`config.mk`:
```
export PLATFORM = sky130hd
export DESIGN_NAME = av_mode_regs
export DESIGN_NICKNAME = d
export VERILOG_FILES = /design/src/rtl/av_mode_regs.sv
export SDC_FILE = /design/constraint.sdc
export NUM_CORES = 1
export LEC_CHECK = 0
export ABC_AREA = 1
export CAP_MARGIN = 20
export CORE_AREA = 2 2 188 190
export CTS_CLUSTER_SIZE = 30
export DETAILED_ROUTE_END_ITERATION = 6
export DIE_AREA = 0 0 190 192
export SYNTH_ARGS = -nofsm -noshare
export SYNTH_HDL_FRONTEND = slang
export SYNTH_SLANG_ARGS = --single-unit
```
`constraint.sdc`:
```
create_clock -name clk_i -period 2.4 [get_ports clk_i]
set_input_delay 0.6 -clock clk_i [delete_from_list [all_inputs] [get_ports clk_i]]
set_output_delay 0.6 -clock clk_i [all_outputs]
set_load 0.01 [all_outputs]
```
`src/rtl/av_mode_regs.sv`:
```
// av_mode_regs: Avalon-MM slave register bank. Every word register has its
// own access mode (RW / RO / W1C / WP). Reads return through a pipeline of
// RD_LAT stages, and the interrupt is registered.

// One register word. MODE selects how writes, hardware sets and reads act on it.
module av_mode_regs_word #(
    parameter int              DW   = 32,
    parameter logic [1:0]      MODE = 2'd0,
    parameter logic [DW-1:0]   INIT = '0
) (
    input  logic          clk_i,
    input  logic          reset_n_i,
    input  logic          wr,
    input  logic          rd,
    input  logic          be_any,
    input  logic [DW-1:0] bmask,
    input  logic [DW-1:0] wdata,
    input  logic [DW-1:0] slv,
    input  logic [DW-1:0] hw_set,
    output logic [DW-1:0] word,
    output logic [DW-1:0] rdata,
    output logic [DW-1:0] w1c_bits,
    output logic          wr_pulse,
    output logic          rd_pulse
);
    localparam logic [1:0] M_RW  = 2'd0;
    localparam logic [1:0] M_RO  = 2'd1;
    localparam logic [1:0] M_W1C = 2'd2;
    localparam logic [1:0] M_WP  = 2'd3;

    // WP words and RO words hold no software state, so they reset to 0.
    localparam logic [DW-1:0] RST_VAL = (MODE == M_RW || MODE == M_W1C) ? INIT : '0;

    logic [DW-1:0] q;

    // Register update. In W1C mode the hardware set is ORed in last, so a
    // set wins over a clear that hits the same bit in the same cycle.
    always_ff @(posedge clk_i or negedge reset_n_i) begin
        if (!reset_n_i) begin
            q <= RST_VAL;
        end else begin
            case (MODE)
                M_RW:    if (wr) q <= (q & ~bmask) | (wdata & bmask);
                M_W1C:   q <= (q & ~(wr ? (wdata & bmask) : '0)) | hw_set;
                M_WP:    q <= wr ? (wdata & bmask) : '0;
                default: q <= '0;
            endcase
        end
    end

    // Access strobes for user logic. A request with no byte lanes enabled
    // does not count as an access.
    always_ff @(posedge clk_i or negedge reset_n_i) begin
        if (!reset_n_i) begin
            wr_pulse <= 1'b0;
            rd_pulse <= 1'b0;
        end else begin
            wr_pulse <= wr & be_any;
            rd_pulse <= rd & be_any;
        end
    end

    // Read value, with disabled byte lanes forced to 0. W1C returns the
    // value before this cycle's update, because q has not moved yet.
    always_comb begin
        rdata = '0;
        case (MODE)
            M_RW, M_W1C: rdata = q & bmask;
            M_RO:        rdata = slv & bmask;
            default:     rdata = '0;
        endcase
    end

    assign word     = q;
    assign w1c_bits = (MODE == M_W1C) ? q : '0;
endmodule

module av_mode_regs #(
    parameter int                             DW        = 32,
    parameter int                             AW        = 16,
    parameter int                             REGS_NUM  = 4,
    parameter logic [REGS_NUM-1:0][1:0]       REGS_MODE = '0,
    parameter logic [REGS_NUM-1:0][DW-1:0]    REGS_INIT = '0,
    parameter int                             RD_LAT    = 1,
    parameter logic [31:0]                    ERR_RDATA = 32'hDEAD_BEEF
) (
    input  logic                   clk_i,
    input  logic                   reset_n_i,
    input  logic [AW-1:0]          avms_address,
    input  logic [DW/8-1:0]        avms_byteenable,
    input  logic                   avms_read,
    input  logic                   avms_write,
    input  logic [DW-1:0]          avms_writedata,
    output logic [DW-1:0]          avms_readdata,
    output logic                   avms_readdatavalid,
    output logic [1:0]             avms_response,
    output logic [REGS_NUM*DW-1:0] mst_word_o,
    input  logic [REGS_NUM*DW-1:0] slv_word_i,
    input  logic [REGS_NUM*DW-1:0] hw_set_i,
    output logic [REGS_NUM-1:0]    word_valid_wr_o,
    output logic [REGS_NUM-1:0]    word_valid_rd_o,
    output logic                   irq_o
);
    localparam int            BW       = DW / 8;
    localparam logic [DW-1:0] ERR_DATA = DW'(ERR_RDATA);

    typedef struct packed {
        logic [DW-1:0] data;
        logic [1:0]    resp;
    } rd_rsp_t;

    logic [DW-1:0]                bmask;
    logic                         in_range;
    logic                         rd_en;
    logic                         be_any;
    logic [REGS_NUM-1:0]          sel;
    logic [REGS_NUM-1:0][DW-1:0]  word_arr;
    logic [REGS_NUM-1:0][DW-1:0]  rdata_arr;
    logic [REGS_NUM-1:0][DW-1:0]  w1c_arr;
    logic [REGS_NUM-1:0]          wr_pulse_arr;
    logic [REGS_NUM-1:0]          rd_pulse_arr;
    logic [DW-1:0]                rsel;
    rd_rsp_t                      acc_rsp;
    rd_rsp_t                      rsp_pipe [RD_LAT:1];
    logic [RD_LAT:1]              vld_pipe;

    // Expand the byte enables into a bit mask.
    always_comb begin
        bmask = '0;
        for (int b = 0; b < BW; b++) bmask[b*8 +: 8] = {8{avms_byteenable[b]}};
    end

    // A write takes priority over a simultaneous read; that read is dropped.
    assign rd_en    = avms_read & ~avms_write;
    assign be_any   = |avms_byteenable;
    assign in_range = {1'b0, avms_address} < (AW+1)'(REGS_NUM);

    for (genvar i = 0; i < REGS_NUM; i++) begin : g_word
        assign sel[i] = in_range && (avms_address == AW'(i));

        av_mode_regs_word #(
            .DW   (DW),
            .MODE (REGS_MODE[i]),
            .INIT (REGS_INIT[i])
        ) u_word (
            .clk_i     (clk_i),
            .reset_n_i (reset_n_i),
            .wr        (avms_write & sel[i]),
            .rd        (rd_en & sel[i]),
            .be_any    (be_any),
            .bmask     (bmask),
            .wdata     (avms_writedata),
            .slv       (slv_word_i[i*DW +: DW]),
            .hw_set    (hw_set_i[i*DW +: DW]),
            .word      (word_arr[i]),
            .rdata     (rdata_arr[i]),
            .w1c_bits  (w1c_arr[i]),
            .wr_pulse  (wr_pulse_arr[i]),
            .rd_pulse  (rd_pulse_arr[i])
        );
    end

    assign mst_word_o      = word_arr;
    assign word_valid_wr_o = wr_pulse_arr;
    assign word_valid_rd_o = rd_pulse_arr;

    // Read mux. Select is one-hot, or all zero when the address is out of range.
    always_comb begin
        rsel = '0;
        for (int i = 0; i < REGS_NUM; i++) if (sel[i]) rsel = rsel | rdata_arr[i];
        acc_rsp.data = in_range ? rsel  : ERR_DATA;
        acc_rsp.resp = in_range ? 2'b00 : 2'b11;
    end

    // Read return pipeline. A stage loads only when valid data arrives, so
    // the last stage, and with it readdata, holds between responses.
    always_ff @(posedge clk_i or negedge reset_n_i) begin
        if (!reset_n_i) begin
            vld_pipe <= '0;
            for (int k = 1; k <= RD_LAT; k++) rsp_pipe[k] <= '0;
        end else begin
            vld_pipe[1] <= rd_en;
            if (rd_en) rsp_pipe[1] <= acc_rsp;
            for (int k = 2; k <= RD_LAT; k++) begin
                vld_pipe[k] <= vld_pipe[k-1];
                if (vld_pipe[k-1]) rsp_pipe[k] <= rsp_pipe[k-1];
            end
        end
    end

    assign avms_readdata      = rsp_pipe[RD_LAT].data;
    assign avms_response      = rsp_pipe[RD_LAT].resp;
    assign avms_readdatavalid = vld_pipe[RD_LAT];

    // Interrupt: registered OR of every W1C bit.
    always_ff @(posedge clk_i or negedge reset_n_i) begin
        if (!reset_n_i) irq_o <= 1'b0;
        else            irq_o <= |w1c_arr;
    end
endmodule

```
Yosys cells after proc, flatten, opt, wreduce, memory -nomap -nowiden
Cells that the tools add are included.
- flip-flop bits (word level): 171
- latch bits: 0
- memory bits (writable): 0
- memory bits (read-only): 0
- output and inout bits: 172
- memories kept: 0
- add/subtract/negate cells: 0
- multiply operators: 0
- divide/modulo/power cells: 0
- magnitude comparators: 1
- eq/ne operators: 3
- shifts and indexed selects: 0
- mux-type cells: 6
- bitwise gates (word level): 35
- reduce and logical (&&, ||, !) cells: 6
- operators by type and width (cell ; number):
    $and A32 B32 Y32 ; 9
    $or A32 B32 Y32 ; 7
    $mux W32 ; 5
    $eq A16 B2 Y1 const B ; 2
    $not A32 Y32 ; 1
    $and A1 B1 Y1 ; 17
    $eq A16 B1 Y1 const B ; 1
    $logic_not A16 Y1 ; 1
    $lt A16 B3 Y1 const B ; 1
    $logic_and A1 B1 Y1 ; 4
    $reduce_or A4 Y1 ; 1
    $mux W2 ; 1
    $not A1 Y1 ; 1

Depth between registers and ports, before layout
Gate-level depths: netlist (run 1).
- depth after elaboration: 10
- depth in mapped cells: 10
- mapped depth without buffers: 10

Hierarchy
From an unflattened synthesis (run 1), not the netlist that was laid out.
- cell total of the unflattened synthesis: 1530
- area, all modules: 10655.2 sq um
- modules (own cells, without submodules) (module ; instances ; cells an instance ; area an instance (sq um) ; sequential area each (sq um)):
    av_mode_regs_word ; 4 ; 270 ; 1939.4 ; 850.8
    av_mode_regs ; 1 ; 450 ; 2897.8 ; 875.8

Worst setup path after synthesis (run 1)
OpenSTA, ideal clock, no wires.
- path kind: input port to flip-flop
- from: input port avms_address[3]
- to: register with a tool-made name
- setup time: 121 ps
- data arrival time: 1657 ps
- required time: 2279 ps
- path slack: 623 ps
- stages: 9
- path buffers: 1
- cells stage by stage: nor2_2 inv_2 nor2_4 nand2_2 clkinv_2 nand3_4 buf_6 o21ai_1 nand2_1
- RTL lines (what ; RTL line ; text):
    from (decl) ; 89 ; input logic [AW-1:0] avms_address,

==> run_results.csv, run 1 <==
group,metric,value,unit
timing,skew,0.00885,ns
routing,routed_wl,32500,um
timing,setup_viol_count_final,0,
logic_synthesis,synthCells,997,
logic_synthesis,synth_nets,1309,
clocking,ctsHoldBuffers,0,
cells_and_area,nFillCells,3508,
setup_path,crit_fanout,9,
logic_synthesis,synth_common_cells,"nand2_1, dfrtp_1, nand4_1",
global_routing,grt_max_degree,54,
clocking,cts_made_buffers,17,
outcome,outcome,"finished, final reports clean",
cells_and_area,area_growth_syn_to_layout,49.0,%
clocking,clock_latency,0.44,ns
routing,drcViolationCount,0,
cells_and_area,multi_input_area,3440,um2
floorplan,die_h,192,um
logic_synthesis,synth_top_area_share,0.528,
routing,wl_per_cell,18.8,um
floorplan,io_pins,484,
global_routing,grt-ovfl-total,0,
pwr,leakage,5.83,nW
logic_synthesis,synth_area_leaders,"dfrtp_1, nand2_1, nand4_1",
cells_and_area,instances_no_fill,1731,
setup_path,startpoint_type,"primary input",
routing,first_pass_iters,5,
timing,relSlewSlack,0.577,
timing,fmaxAchievable,0.452,GHz
routing,via_count,8137,
logic_synthesis,yosysSeqAreaShare,0.528,
clocking,clk_pin_slew_worst_paths,0.07,ns
floorplan,core-area,34300,um2
global_routing,grt_pass1_vias,8081,
setup_path,worstPathArrival,2.54,ns
clocking,postCtsResizedCells,0,
worst_hold_path,hold_path.class,"primary input to asynchronous set/reset pin",
clocking,cts_max_level,4,
timing,min_period,2.21,ns
clocking,cts_max_path_buffers,2,
placed_design,gp_congestion,0.803,
cells_and_area,final_area,12000,um2
timing,tightest_slew,0.632,ns
logic_synthesis,netlist_area,8060,um2
routing,ant_nets,0,
logic_synthesis,yosys_warnings,0,
cells_and_area,seq_area,4250,um2
setup_path,worstRegToRegCells,4,
flow_run,drv_cap,0,
clocking,postCtsSetupRepairBufs,0,
logic_synthesis,ys_types,26,
logic_synthesis,synth_flop_cell,"dfrtp_1",
logic_synthesis,synth_area_per_cell,8.08,um2
cells_and_area,nets,1574,
setup_path,r2r_slack,1.34,ns
placed_design,placed_cells,1698,
timing,hold_violations,0,
pwr,p_per_area,520,nW/um2
floorplan,rows,68,
placed_design,dpl_cell_area,11400,um2
clocking,cts.sinks,170,
timing,rsz0062_at_grt,"false",
placed_design,io_buffers,226,
timing,period_share,0.921,
global_routing,antenna_found_initial,1,
placed_design,place_hpwl,24000,um
timing,slew_violations,0,
setup_path,critPathRequiredTime,2.73,ns
logic_synthesis,ys_ff_latch,170,
setup_path,crit_type,"primary input to flop",
setup_path,timing.rr.end,"avms_readdata[30]",
floorplan,die_area,36500,um2
logic_synthesis,yosysMostFrequentCell,"nand2_1",
logic_synthesis,synth-async-reset-ratio,1.00,
floorplan,die_x,190,um
global_routing,grtUsageTotal,0.179,
routing,drtIter0Drc,489,
logic_synthesis,synth_edf_count,0,
clocking,cts_tree,"done",
floorplan,start_util,0.235,
pwr,peakVddDrop,482,uV
logic_synthesis,synth_top_cell_by_area,"dfrtp_1",
cells_and_area,drive_above_1_share,0.118,
clocking,root_buffer,"clkbuf_16",
global_routing,grt_pass1_wl,49000,um
setup_path,end_kind,"flop",
routing,via_per_inst,4.70,
## final cells by class
cell class                 count  share of cell area
sequential                   170               0.354
tap                          455              0.0474
clock buffer                  17              0.0354
clock inverter                15              0.0116
inverter                      11             0.00354
timing repair buffer         312               0.261
antenna                        1            0.000208
multi-input combinational    750               0.286
## worst max-delay path by stage
stage                    start  slack (ns)   end  depth (start not counted)
2_1_floorplan  avms_address[3]        0.62  flop                          9
3_3_place_gp   avms_address[3]       -0.26  flop                         10
3_5_place_dp   avms_address[3]       -0.27  flop                         10
4_1_cts        avms_address[3]        0.16  flop                         10
5_1_grt        avms_address[3]        0.06  flop                         10
6_report       avms_address[3]        0.19  flop                         10
## cells by family (layout without fill, tap and decap cells)
| logic type | after synthesis | after routing | share of synthesized area |
|---|---|---|---|
| buf+inv | 77 | 355 | 0.0480 |
| flops | 170 | 170 | 0.528 |
| other cells | 1 | 2 | 0.000465 |
| compound gates | 89 | 89 | 0.0553 |
| simple gates | 660 | 660 | 0.368 |
## per-stage QoR
step | setup TNS, ns | setup WS [ns] | hold WS [ns] | utilization | power [mW]
4_1_cts | 0 | 0.161 | 0.134 | 0.350 | 6.30
5_1_grt | 0 | 0.0582 | 0.155 | 0.350 | 6.46
2_1_floorplan | 0 | 0.623 | 0.304 | - | 3.15
3_3_place_gp | -22.32 | -0.264 | 0.471 | 0.334 | 3.57
3_5_place_dp | -23.52 | -0.267 | 0.470 | 0.334 | 3.58
6_report | 0 | 0.189 | 0.136 | 0.350 | 6.24
## layout by cell type (no fill, tap or decap), drive strengths merged
| cell | synthesis | final |
|---|---|---|
| nand3 | 68 | 68 |
| clkinv | 2 | 8 |
| clkinvlp | 0 | 2 |
| buf | 40 | 87 |
| conb | 1 | 1 |
| nor2 | 38 | 38 |
| nand2 | 448 | 448 |
| o21ai | 65 | 65 |
| nor4 | 1 | 1 |
| clkbuf | 26 | 17 |
| nor3 | 8 | 8 |
| a21oi | 24 | 24 |
| nand4 | 96 | 96 |
| inv | 9 | 15 |
| or2 | 1 | 1 |
| bufinv | 0 | 1 |
| clkdlybuf4s50 | 0 | 225 |
| dfrtp | 170 | 170 |
| diode | 0 | 1 |
## critical path, cell delays in order
cell and delay [ns]:
clkdlybuf4s50_1 0.41, nor2_2 0.26, nand3_1 0.13, nor2_2 0.22, nand2_1 0.19, nor2_4 0.16
buf_12 0.14, nand2_1 0.21, nand2_1 0.14, nand2_1 0.06
## power by group
group	switching [mW]	total, mW	internal, mW
clock	1.27	2.72	1.45
combinational	0.318	0.571	0.253
sequential	0.0316	2.94	2.91
## routing by layer
layer	GRT usage	up-vias	routed length, um
met5	0	-	0
met4	0.0540	0	490
met2	0.303	323	15900
li1	-	3870	-
met1	0.232	3913	14100
met3	0.0329	31	2000
Power figures use the tool's default switching activity.
==> run 2, diff against run 1 <==
RECOVER_POWER = 25   (was not set)
==> run_results.csv, run 2 (same netlist as run 1, synthesis figures left out) <==
group,metric,value,unit
outcome,outcome,"finished, final reports clean",
placed_design,place_hpwl,24000,um
clocking,cts_made_buffers,17,
clocking,cts_max_level,4,
timing,fmaxAchievable,0.455,GHz
cells_and_area,area_growth_syn_to_layout,48.4,%
flow_run,drv_cap,0,
pwr,peakVddDrop,481,uV
timing,tightest_slew,1.45,ns
placed_design,io_buffers,226,
setup_path,worstPathArrival,2.53,ns
floorplan,die_area,36500,um2
timing,skew,0.00732,ns
timing,min_period,2.20,ns
timing,relSlewSlack,0.0315,
routing,drcViolationCount,0,
pwr,p_per_area,521,nW/um2
pwr,power,6.23,mW
clocking,postCtsResizedCells,0,
floorplan,rows,68,
timing,setup_tns,0,ns
timing,setup_viol_count_final,0,
routing,drtIter0Drc,531,
floorplan,start_util,0.235,
floorplan,die_x,190,um
clocking,clock_latency,0.44,ns
routing,ant_nets,0,
global_routing,grt-ovfl-total,0,
routing,via_count,8188,
cells_and_area,final_common_cell,"nand2_1",
global_routing,antenna_found_initial,1,
worst_hold_path,hold_path.class,"flop to flop",
clocking,cts_max_path_buffers,2,
clocking,clk_pin_slew_worst_paths,0.07,ns
routing,routed_wl,32400,um
setup_path,critPathRequiredTime,2.73,ns
floorplan,io_pins,484,
timing,slew_violations,0,
routing,first_pass_iters,5,
cells_and_area,instances_no_fill,1731,
global_routing,grt_pass1_wl,49000,um
global_routing,grtUsageTotal,0.179,
placed_design,placed_cells,1698,
placed_design,gp_congestion,0.803,
setup_path,crit_fanout,9,
clocking,root_buffer,"clkbuf_16",
timing,whs,0.488,ns
timing,hold_violations,0,
cells_and_area,most-common-layout-cells,"nand2_1, clkdlybuf4s50_1, dfrtp_1",
clocking,ctsHoldBuffers,0,
setup_path,startpoint_type,"primary input",
cells_and_area,nets,1574,
cells_and_area,seq_area,4250,um2
setup_path,crit_type,"primary input to flop",
routing,wl_per_cell,18.7,um
global_routing,grt_max_degree,54,
floorplan,die_h,192,um
pwr,leakage,5.80,nW
timing,rsz0062_at_grt,"false",
cells_and_area,drive_above_1_share,0.116,
clocking,postCtsSetupRepairBufs,0,
setup_path,end_kind,"flop",
clocking,cts.sinks,170,
cells_and_area,multi_input_area,3440,um2
clocking,cts_tree,"done",
floorplan,core-area,34300,um2
timing,period_share,0.916,
cells_and_area,nFillCells,3512,
routing,via_per_inst,4.73,
global_routing,grt_pass1_vias,8081,
run 2: cell types whose count changed in the layout (fill, tap and decap cells not counted), sizes merged:
| cell | previous run | this run |
|---|---|---|
| clkbuf | 17 | 23 |
| buf | 87 | 81 |
run 2: metal layers:
layer  part of all wire  track usage  vias to the layer above
met2               0.49        0.303                      330
met5                  0            0                        -
met1               0.43        0.232                     3957
met3              0.061       0.0329                       33
met4              0.015       0.0540                        0
li1                   -            -                     3868
run 2: through the flow:
stage / setup slack (ns) / area [um2] / utilization
3_5_place_dp: -0.267 / 11400 / 0.334
2_1_floorplan: 0.623 / 8060 / -
5_1_grt: 0.0582 / 12000 / 0.349
4_1_cts: 0.161 / 12000 / 0.350
3_3_place_gp: -0.264 / 11400 / 0.334
6_report: 0.201 / 12000 / 0.349
run 2: area by class of cell:
cell class | instances | area share
Timing Repair Buffer | 312 | 0.258
Clock inverter | 15 | 0.0116
Inverter | 11 | 0.00356
Sequential cell | 170 | 0.356
Antenna cell | 1 | 0.000209
Multi-Input combinational cell | 750 | 0.287
Tap cell | 455 | 0.0476
Clock buffer | 17 | 0.0356
run 2: power by group:
part	switching [mW]	internal, mW
sequential	0.0307	2.91
clock	1.27	1.45
combinational	0.318	0.245
run 2: worst paths after layout:
check / startpoint / to / slack [ns] / depth (start not counted)
setup / recovery: avms_address[3] / flop / 0.20 / 10
hold / removal: avms_readdata[29] / avms_readdata[29] / 0.49 / 2
setup reg to reg: flop / avms_readdata[30] / 1.35 / 4
hold reg to reg: avms_readdata[29] / avms_readdata[29] / 0.49 / 2
max in group asynchronous: reset_n_i / avms_readdata[24] / 0.46 / 2
min in group asynchronous: reset_n_i / asynchronous set/reset pin / 0.51 / 1
run 2: critical path, stage by stage:
cell and delay [ns]:
clkdlybuf4s50_1 0.41, nor2_2 0.26, nand3_1 0.13, nor2_2 0.21, nand2_1 0.19, nor2_4 0.16
buf_12 0.15, nand2_1 0.21, nand2_1 0.14, nand2_1 0.06
